===== src/rtl/pwm_peripheral.sv =====
// Sixteen-channel PWM peripheral: a free-running prescaler and 8-bit period counter drive
// a shared, period-synchronised duty compare; each channel can be off, forced on, or PWM.
module pwm_peripheral #(
    parameter int unsigned CLK_DIV = 3000
) (
    input  logic        clk,
    input  logic        rst_n,
    input  logic [7:0]  en_reg_out_7_0,
    input  logic [7:0]  en_reg_out_15_8,
    input  logic [7:0]  en_reg_pwm_7_0,
    input  logic [7:0]  en_reg_pwm_15_8,
    input  logic [7:0]  pwm_duty_cycle,
    output logic [15:0] pwm_out,
    output logic        period_start
);

    localparam int unsigned    PS_W   = (CLK_DIV <= 1) ? 1 : $clog2(CLK_DIV);
    localparam logic [PS_W-1:0] PS_MAX = PS_W'(CLK_DIV - 1);

    logic [PS_W-1:0] r_prescaler;
    logic [7:0]      r_pwm_cnt;
    logic [7:0]      r_duty_shadow;
    logic [15:0]     r_pwm_out;
    logic            r_period_start;

    logic            w_tick;
    logic            w_wrap;
    logic            w_level;
    logic [15:0]     w_en_out;
    logic [15:0]     w_en_pwm;
    logic [15:0]     w_next_out;

    assign w_tick   = (r_prescaler == PS_MAX);
    assign w_wrap   = w_tick && (r_pwm_cnt == 8'hFF);
    assign w_en_out = {en_reg_out_15_8, en_reg_out_7_0};
    assign w_en_pwm = {en_reg_pwm_15_8, en_reg_pwm_7_0};

    // 0xFF is special-cased so full duty really is 100% rather than 255/256.
    assign w_level    = (r_duty_shadow == 8'hFF) || (r_pwm_cnt < r_duty_shadow);
    assign w_next_out = w_en_out & (~w_en_pwm | {16{w_level}});

    always_ff @(posedge clk or negedge rst_n) begin
        if (!rst_n) begin
            r_prescaler <= '0;
            r_pwm_cnt   <= '0;
        end else if (w_tick) begin
            r_prescaler <= '0;
            r_pwm_cnt   <= r_pwm_cnt + 8'd1;
        end else begin
            r_prescaler <= r_prescaler + PS_W'(1);
        end
    end

    // Duty is only sampled at the period boundary so a mid-period write cannot glitch the output.
    always_ff @(posedge clk or negedge rst_n) begin
        if (!rst_n) begin
            r_duty_shadow  <= '0;
            r_period_start <= 1'b0;
            r_pwm_out      <= '0;
        end else begin
            if (w_wrap) begin
                r_duty_shadow <= pwm_duty_cycle;
            end
            r_period_start <= w_wrap;
            r_pwm_out      <= w_next_out;
        end
    end

    assign pwm_out      = r_pwm_out;
    assign period_start = r_period_start;

endmodule


===== config.mk =====
export PLATFORM = sky130hd
export DESIGN_NAME = pwm_peripheral
export DESIGN_NICKNAME = d
export VERILOG_FILES = /design/src/rtl/pwm_peripheral.sv
export SDC_FILE = /design/constraint.sdc
export NUM_CORES = 1
export LEC_CHECK = 0
export BUFFER_PORTS_ARGS = -buffer_cell sky130_fd_sc_hd__buf_2
export CELL_PAD_IN_SITES_DETAIL_PLACEMENT = 0
export CELL_PAD_IN_SITES_GLOBAL_PLACEMENT = 1
export CORE_UTILIZATION = 42
export CTS_BUF_LIST = sky130_fd_sc_hd__clkbuf_8
export DETAILED_ROUTE_END_ITERATION = 10
export PLACE_DENSITY_LB_ADDON = 0.1
export SLEW_MARGIN = 5
export SYNTH_ARGS = -nofsm -noshare
export SYNTH_HDL_FRONTEND = slang
export SYNTH_SLANG_ARGS = --single-unit
export TNS_END_PERCENT = 50

===== constraint.sdc =====
create_clock -name clk -period 2.7 [get_ports clk]
set_clock_uncertainty 0.1 [all_clocks]
set_input_delay 0.135 -clock clk [delete_from_list [all_inputs] [get_ports clk]]
set_output_delay 0.135 -clock clk [all_outputs]
set_load 0.1 [all_outputs]

==> summary by stage, run 1 <==
Flow run
The tool flagged a number of max-cap violations equal to 0.

Die
The die outline width is 71.04 microns. The starting density of the core is 44.74%. The die area is 5047 sq um. The die is between 70 and 80 microns tall. The floorplan step defined a core boundary enclosing 4474 sq um. The top-level port count is 59. The row count is 24.

Finish
The post-route netlist has 30.65% of its cells at a drive strength greater than 1. At the end of the flow, the number of nets in the layout was 313. With fillers left out, the area of the finished cells amounts to 2824 sq um. From synthesis to final layout, the design area changed by 41.06%. Registers take 1126 sq um. After filler insertion, the fill cell instance count of the layout stands at 373. The multi-input combinational cell area is between 800 and 900 sq um.

The antenna diode count is 0.

Synthesis
Summing the areas of all xor and xnor instances in the mapped netlist gives 5.250% of the synthesized area. By area the synthesized netlist is led by dfrtp_1 56%, a21boi_0 6.0%, ha_1 5.6%, mux2_2 5.1%, xnor2_1 3.1%. The post-synthesis simple-gate area fraction is between 10 and 15%. The dominant combinational cell family by area after synthesis is compound AO/OA/AOI/OAI gates. The sequential cell area fraction in the yosys report is 56.25%. The synthesized design spends more area on one cell type than any other, namely dfrtp_1. The synthesized-area fraction occupied by ao, oa, aoi and oai cells is 12.44%. In the synthesized netlist the dominant register cell turns out to be dfrtp_1. Synthesis produced a netlist whose cell count is 159. The synthesized area per cell is 12.59 sq um.

For this run, asynchronously set or reset flops after synthesis account for between 90% and 100%. The mapped cell area is 2002 sq um. The share of synthesized area in the top cell type comes to 56.25%.

The number of enable-type register cells in the synthesized netlist is 0. The post-synth net total is between 200 and 250. The multiplexer fraction of the synthesized cell area is 5.063%. The number of different library cells used by synthesis comes to 34.

Summing the areas of all fa, ha and maj instances in the mapped netlist gives 5.625% of the synthesized area. The number of warnings reported in the yosys synthesis log is 0. The synthesized design contains 45 register bits.

Worst hold path
The class of the most critical hold timing path is in2reg. The hold path startpoint is pwm_duty_cycle[7]. The path with the worst hold slack has its endpoint at r_duty_shadow[7].

The worst hold path passes through 2 cells.

Clock network
The clock sink count is 45. TritonCTS built the clock tree. The worst-skew pair later-pin latency is 0.29 ns.

The total number of H-tree levels is 2. The register clock-pin slew on the reported worst setup and hold paths is 0.08 ns. CTS placed an instance of clkbuf_8 at the clock tree root.

The total clock buffers created by CTS is 5. The longest clock path from root to sink contains 2 buffers.

Global route
Global routing used 19.72% of the available tracks across all layers. The via count of the first global-routing pass is 1664. Entering global routing, the biggest net connects 46 pins. The aggregate global routing overflow is 0. The number of antenna violations at the first check in global routing is 0.

The global-route wire length before repair is between 7 and 8 mm.

Run status
The run finished with clean final reports.

Worst setup path
The kind of start point of the critical path is a flip-flop. For the worst flop-to-flop path, the logic depth is 7. The arrival time at the worst endpoint is 2.59 ns. The critical path class is reg2reg. The startpoint identified for the worst register-to-register timing path is r_pwm_cnt[6]. Data on the critical path is required at its endpoint by 2.77 ns. The reg-to-reg setup timing slack is between 0.15 and 0.2 ns.

Of all nets on the critical path, the largest fanout is 16. The worst setup path is captured at a flip-flop. The terminus of the critical flop-to-flop path is pwm_out[0].

Timing
Based on the critical path, the design can be clocked at up to between 300 and 400 MHz. The pin slew with the least headroom to its limit is 0.9750 ns. The final-layout worst hold slack is 0.008751 ns.

The final count of negative-setup-slack endpoints is 0. The share of the clock period used by the worst path after layout is 93.46%. The routed design could run at a clock period as short as 2.523 ns.

The number of max-slew violations in the final report is 0. The worst pin sits at a relative slew slack of a little over a third. The number of hold violations in the final report was 0.

Power
IR analysis of the VDD net gives a maximum drop of 0.0003136 V. The overall power consumption is approximately 0.0013 W. In this run the static leakage power is 1.442 nW. Power spread over the standard cell area amounts to 458.1 nW/um^2.

Detailed routing
For this block, the routed nets add up to 4.393 mm of wire. The number of detailed-routing iterations run before antenna repair is 5. The number of remaining DRC errors is 0. Using the TritonRoute via totals, the vias-per-cell ratio works out to 5.099.

The detail route stage leaves a number of antenna-violating nets equal to 0. The routed length per instance is 14.04 microns. For this block, the via count after detailed routing is 1596. The first routing iteration left 56 violations.

Placed design
After legalization and detailed placement, the total HPWL measured 2.924 mm. Buffers placed on the I/O ports in this run total 58. The placed instance area is 2346 sq um.

The placer's final routability congestion estimate is 0.7570.
[synthesized netlist by cell type, types with 2 or more instances]
master and n:
nor2b_1 3, nor2_1 7, xnor2_1 7, a21oi_1 3, nand4_1 5, o21ai_0 3
a21boi_0 16, and4_1 5, a41o_1 2, nand2_1 6, xor2_1 5, mux2_2 9
ha_1 9, and3_1 4, clkbuf_1 2, dfrtp_1 45, inv_1 9, nand3_1 3
[worst max-delay path: stages, from the launching register on]
cell and delay [ns]:
dfrtp_1 0.45, ha_1 0.35, and4_1 0.17, o21ai_0 0.10, o32ai_2 0.35, buf_6 0.21
a21boi_0 0.11, dlygate4sd3_1 0.57
[logic make-up (layout without fill, tap and decap cells)]
logic type	count (synthesis)	after routing
DFF	45	45
and+or+nand+nor	39	39
AOI/OAI and AO/OA	32	32
buffers and inverters	13	115
xor gates and xnor gates	12	12
adders and majority gates	9	9
muxes	9	9
[sequential cells by signal (all words and copies together) (netlist names)]
name and flops:
pwm_out 16, r_prescaler 12, r_duty_shadow 8, r_pwm_cnt 8
period_start 1
[per-stage QoR]
stage                     setup WS, ns  cells  setup TNS [ns]  util, %
after floorplan                 0.7683    159               0        -
after global placement          0.7068    267               0    52.43
after detailed placement        0.5875    267               0    52.43
after CTS                       0.2221    313               0    63.03
after global routing         -0.005597    313       -0.005597    63.12
final                           0.1766    313               0    63.12
[per-layer routing]
metal / routed length [microns] / track usage, % / part of all wire [%]
met3: 247 / 6.268 / 5.6
met5: 0 / 0 / 0
met4: 53 / 6.000 / 1.2
met2: 2066 / 32.05 / 47
met1: 2026 / 25.35 / 46
[layout by cell type (no fill, tap or decap), drive strengths merged, types with 6 or more instances in the layout]
| cell type | count |
|---|---|
| a21boi | 16 |
| buf | 60 |
| dfrtp | 45 |
| dlygate4sd3 | 40 |
| ha | 9 |
| inv | 9 |
| mux2 | 9 |
| nand2 | 6 |
| nand4 | 6 |
| nor2 | 7 |
| xnor2 | 7 |
[worst max-delay path by stage]
stage,start,to,cells past startpoint
finish,r_pwm_cnt[6],pwm_out[0],7
global placement,r_prescaler[0],r_duty_shadow[7],5
CTS,r_pwm_cnt[6],pwm_out[10],7
global route,r_pwm_cnt[6],pwm_out[0],7
floorplan,r_pwm_cnt[6],pwm_out[10],6
detailed placement,r_prescaler[0],r_duty_shadow[7],5
[power by group]
part	leakage, nW	switching, W	internal (W)
registers	0.559	0.00000888	0.000692
clock network	0.0399	0.000204	0.000170
logic	0.843	0.000138	0.0000813
[timing repair]
action | CTS | global route
endpoints found under the hold margin | 68 | 0
hold buffers | 40 | 0
buffers inserted | 0 | 0
setup endpoints to repair | 0 | 1
gates resized for setup | 0 | 1
[cell type report]
cell class	count	area share, %
Inverter	9	1.196
Tap cell	52	2.304
Multi-Input combinational cell	101	28.89
Sequential cell	45	39.88
Timing Repair Buffer	100	25.12
Clock buffer	5	2.437
Clock inverter	1	0.1772
No activity file was read; power rests on OpenSTA's default activity.
==> run 2, diff against run 1 <==
Settings changed: BUFFER_PORTS_ARGS -buffer_cell sky130_fd_sc_hd__buf_2 to unset, CORE_UTILIZATION 42 to 45, DONT_BUFFER_PORTS set to 1.
==> run 2 against run 1 <==
First-iteration DRC count shrank 36%. Power down 0.73%. Critical path depth is the same. Register-to-register slack about the same. Core utilization decreased by 0.92 points. Cell area down 8.7%. Clock power grew 6.7%. Critical path type unchanged. Critical endpoint is now pwm_out[3].
==> summary by stage, run 2 (same netlist as run 1, synthesis figures left out) <==
Worst setup path
The depth of the most critical reg-to-reg path was 7 (unchanged). The required arrival time at the worst endpoint is 2.77 ns (about the same). The reg-to-reg setup timing slack was 0.17 ns (was 0.18 ns). The peak fanout along the critical path is 16 (unchanged). The stage delay of the slowest cell on the critical path is 0.57 ns (about the same). The startpoint of the worst register-to-register path is r_pwm_cnt[6] (unchanged).

The terminus of the critical flop-to-flop path is pwm_out[3] (was pwm_out[0]). The arrival time at the worst endpoint is 2.60 ns (was 2.59 ns). The kind of start point of the critical path is a flip-flop (unchanged). The critical path endpoint category is a flip-flop (unchanged).

Cells traversed along the worst timing path: ha_1, and4_1, o21ai_0, o32ai_2, buf_4, a21boi_0, dlygate4sd3_1 (was ha_1, and4_1, o21ai_0, o32ai_2, buf_6, a21boi_0, dlygate4sd3_1). The critical path class is reg2reg (unchanged). The highest-delay cell along the critical path is dlygate4sd3_1 (unchanged).

Clock network
The number of hold buffers added after cts is 42 (was 40). The worst-skew pair later-pin latency came to 0.29 ns (about the same). The root buffer cell is clkbuf_8 (unchanged). The clock tree from TritonCTS is built (unchanged). The number of gates resized after cts is 0 (unchanged). The clock sink count is 45 (unchanged). The largest buffer count on any clock path is 2 (unchanged).

The post-CTS setup repair buffer count is 0 (unchanged). The total clock buffers created by CTS is 5 (unchanged). The total number of H-tree levels is 2 (unchanged). The register clock-pin slew on the reported worst setup and hold paths was 0.07 ns (was 0.08 ns).

Detailed routing
The total number of vias is 1369 (was 1596). The number of remaining DRC errors is 0 (unchanged). The via density per instance is 5.348 (was 5.099).

The routed length per instance is 15.25 microns (was 14.04 microns). The detailed-route wire length was 3.905 mm (was 4.393 mm). The number of detailed-routing iterations run before antenna repair came to 4 (was 5). The count of antenna-violating nets left after detailed routing came to 0 (unchanged). The DRC violation total after the first TritonRoute iteration is 36 (was 56).

Timing
The final-layout worst hold slack was 0.2360 ns (was 0.008751 ns). The share of the clock period used by the worst path after layout is 93.71% (was 93.46%). The pin slew with the least headroom to its limit is 0.8858 ns (was 0.9750 ns). Setup repair after global routing left no endpoint under its margin. The worst max-slew margin expressed relative to the limit is 40.99% (was 35.00%). The final setup TNS is 0 ns (unchanged). The final count of negative-setup-slack endpoints is 0 (unchanged). The number of max-slew violations in the final report is 0 (unchanged). The minimum period implied by the final worst setup slack came to 2.530 ns (was 2.523 ns). The final setup slack of the worst path was 0.1697 ns (was 0.1766 ns). The number of hold violations in the final report is 0 (unchanged). The maximum achievable frequency is 395.2 MHz (was 396.3 MHz).

Power
The worst supply voltage drop on vdd is 0.0003015 V (was 0.0003136 V). The power per unit of standard cell area was 498.2 nW/um^2 (was 458.1 nW/um^2). The static power due to leakage came to 1.236 nW (was 1.442 nW).

Worst hold path
The class of the most critical hold timing path is in2async (was in2reg).

Global route
The via count of the first global-routing pass is 1385 (was 1664). The aggregate global routing overflow is 0 (unchanged). The global routing usage summed across all routing layers is 19.31% (was 19.72%). The number of antenna violations at the first check in global routing is 0 (unchanged).

The pin count of the biggest net entering global routing is 46 (unchanged). The global-route wire length before repair is 6.423 mm (was 7.548 mm).

Finish
The utilization of the core after routing came to 62.20% (was 63.12%). The antenna diode count is 0 (unchanged). The most common cell after layout, fill and taps aside is dfrtp_1 (was buf_2). The flip-flop count of the largest register, all copies and words added is 16 (unchanged). The count of placed standard cells in the final layout, fillers left out is 256 (was 313). The layout overhead on the synthesized area came to 28.75% (was 41.06%). The sequential standard cell area is 1126 sq um (unchanged). The final-stage net count is 257 (was 313). The number of inserted filler cells in the final layout is 335 (was 373). Leading cell types in the layout, fill and taps excluded: 45 x dfrtp_1, 41 x dlygate4sd3_1, 16 x a21boi_0, 10 x inv_1 (was 58 x buf_2, 45 x dfrtp_1, 40 x dlygate4sd3_1, 16 x a21boi_0). The multi-input combinational cell area is 815.8 sq um (unchanged). The fraction of layout instances using a drive strength above 1 came to 11.17% (was 30.65%).

Placed design
The detailed-placement wirelength estimate is 2.406 mm (was 2.924 mm). The post-placement setup slack is 0.5728 ns (was 0.5875 ns). The placer's final routability congestion estimate is 0.7228 (was 0.7570). The count of input and output buffers is 0 (was 58). The count of placed standard cells including taps was 207 (was 267).

Die
The row count is 23 (was 24). The die height is 68.70 microns (was 71.04 microns). The core area is 4144 sq um (was 4474 sq um). The starting density of the core is 48.31% (was 44.74%). The die area is 4720 sq um (was 5047 sq um).

The top-level port count was 59 (unchanged). The die outline width was 68.70 microns (was 71.04 microns).

Flow run
The reported max-cap violation count is 0 (unchanged).

Run status
Outcome: finished clean (unchanged).
[run 2: final cells by class]
type                       instances  area share (%)
clock inverter                     1          0.1456
clock buffer                       6           3.204
tap                               50           2.427
inverter                           9           1.311
sequential                        45           43.69
multi-input combinational        101           31.65
timing repair buffer              44           17.57
[run 2: report_power, final]
group / total [W] / internal [W] / switching (W)
Sequential: 0.000795 / 0.000690 / 0.000105
Combinational: 0.0000902 / 0.0000584 / 0.0000318
Clock: 0.000399 / 0.000199 / 0.000200
Total: 0.00128 / 0.000947 / 0.000337
[run 2: how the worst max path moves through the flow]
stage                        start                to  slack [ns]  cells after the start
floorplan             r_pwm_cnt[6]       pwm_out[10]        0.77                      6
global placement    r_prescaler[0]  r_duty_shadow[6]        0.66                      5
detailed placement  r_prescaler[0]  r_duty_shadow[5]        0.57                      5
CTS                   r_pwm_cnt[6]        pwm_out[5]        0.19                      7
global route          r_pwm_cnt[6]        pwm_out[5]        0.06                      7
finish                r_pwm_cnt[6]        pwm_out[3]        0.17                      7
[run 2: stage by stage]
stage | power (W) | instance area, sq um
3_5_place_dp | 0.0008340 | 2053
4_1_cts | 0.001298 | 2577
5_1_grt | 0.001344 | 2577
6_report | 0.001284 | 2577
3_3_place_gp | 0.0008328 | 2053
2_1_floorplan | 0.0008264 | 2002
[run 2: routing by layer]
metal	part of all wire (%)	GRT usage [%]
met5	0	0
met4	1.3	6.888
met2	50	30.76
met1	42	23.35
met3	6.6	8.224
[run 2: worst max-delay path, delay by kind of cell (launching register included)]
kind / cells / cell delay (ns)
buf+inv: 2 / 0.80
fa+ha+maj: 1 / 0.35
compound gates: 3 / 0.49
flops: 1 / 0.46
simple gates: 1 / 0.19
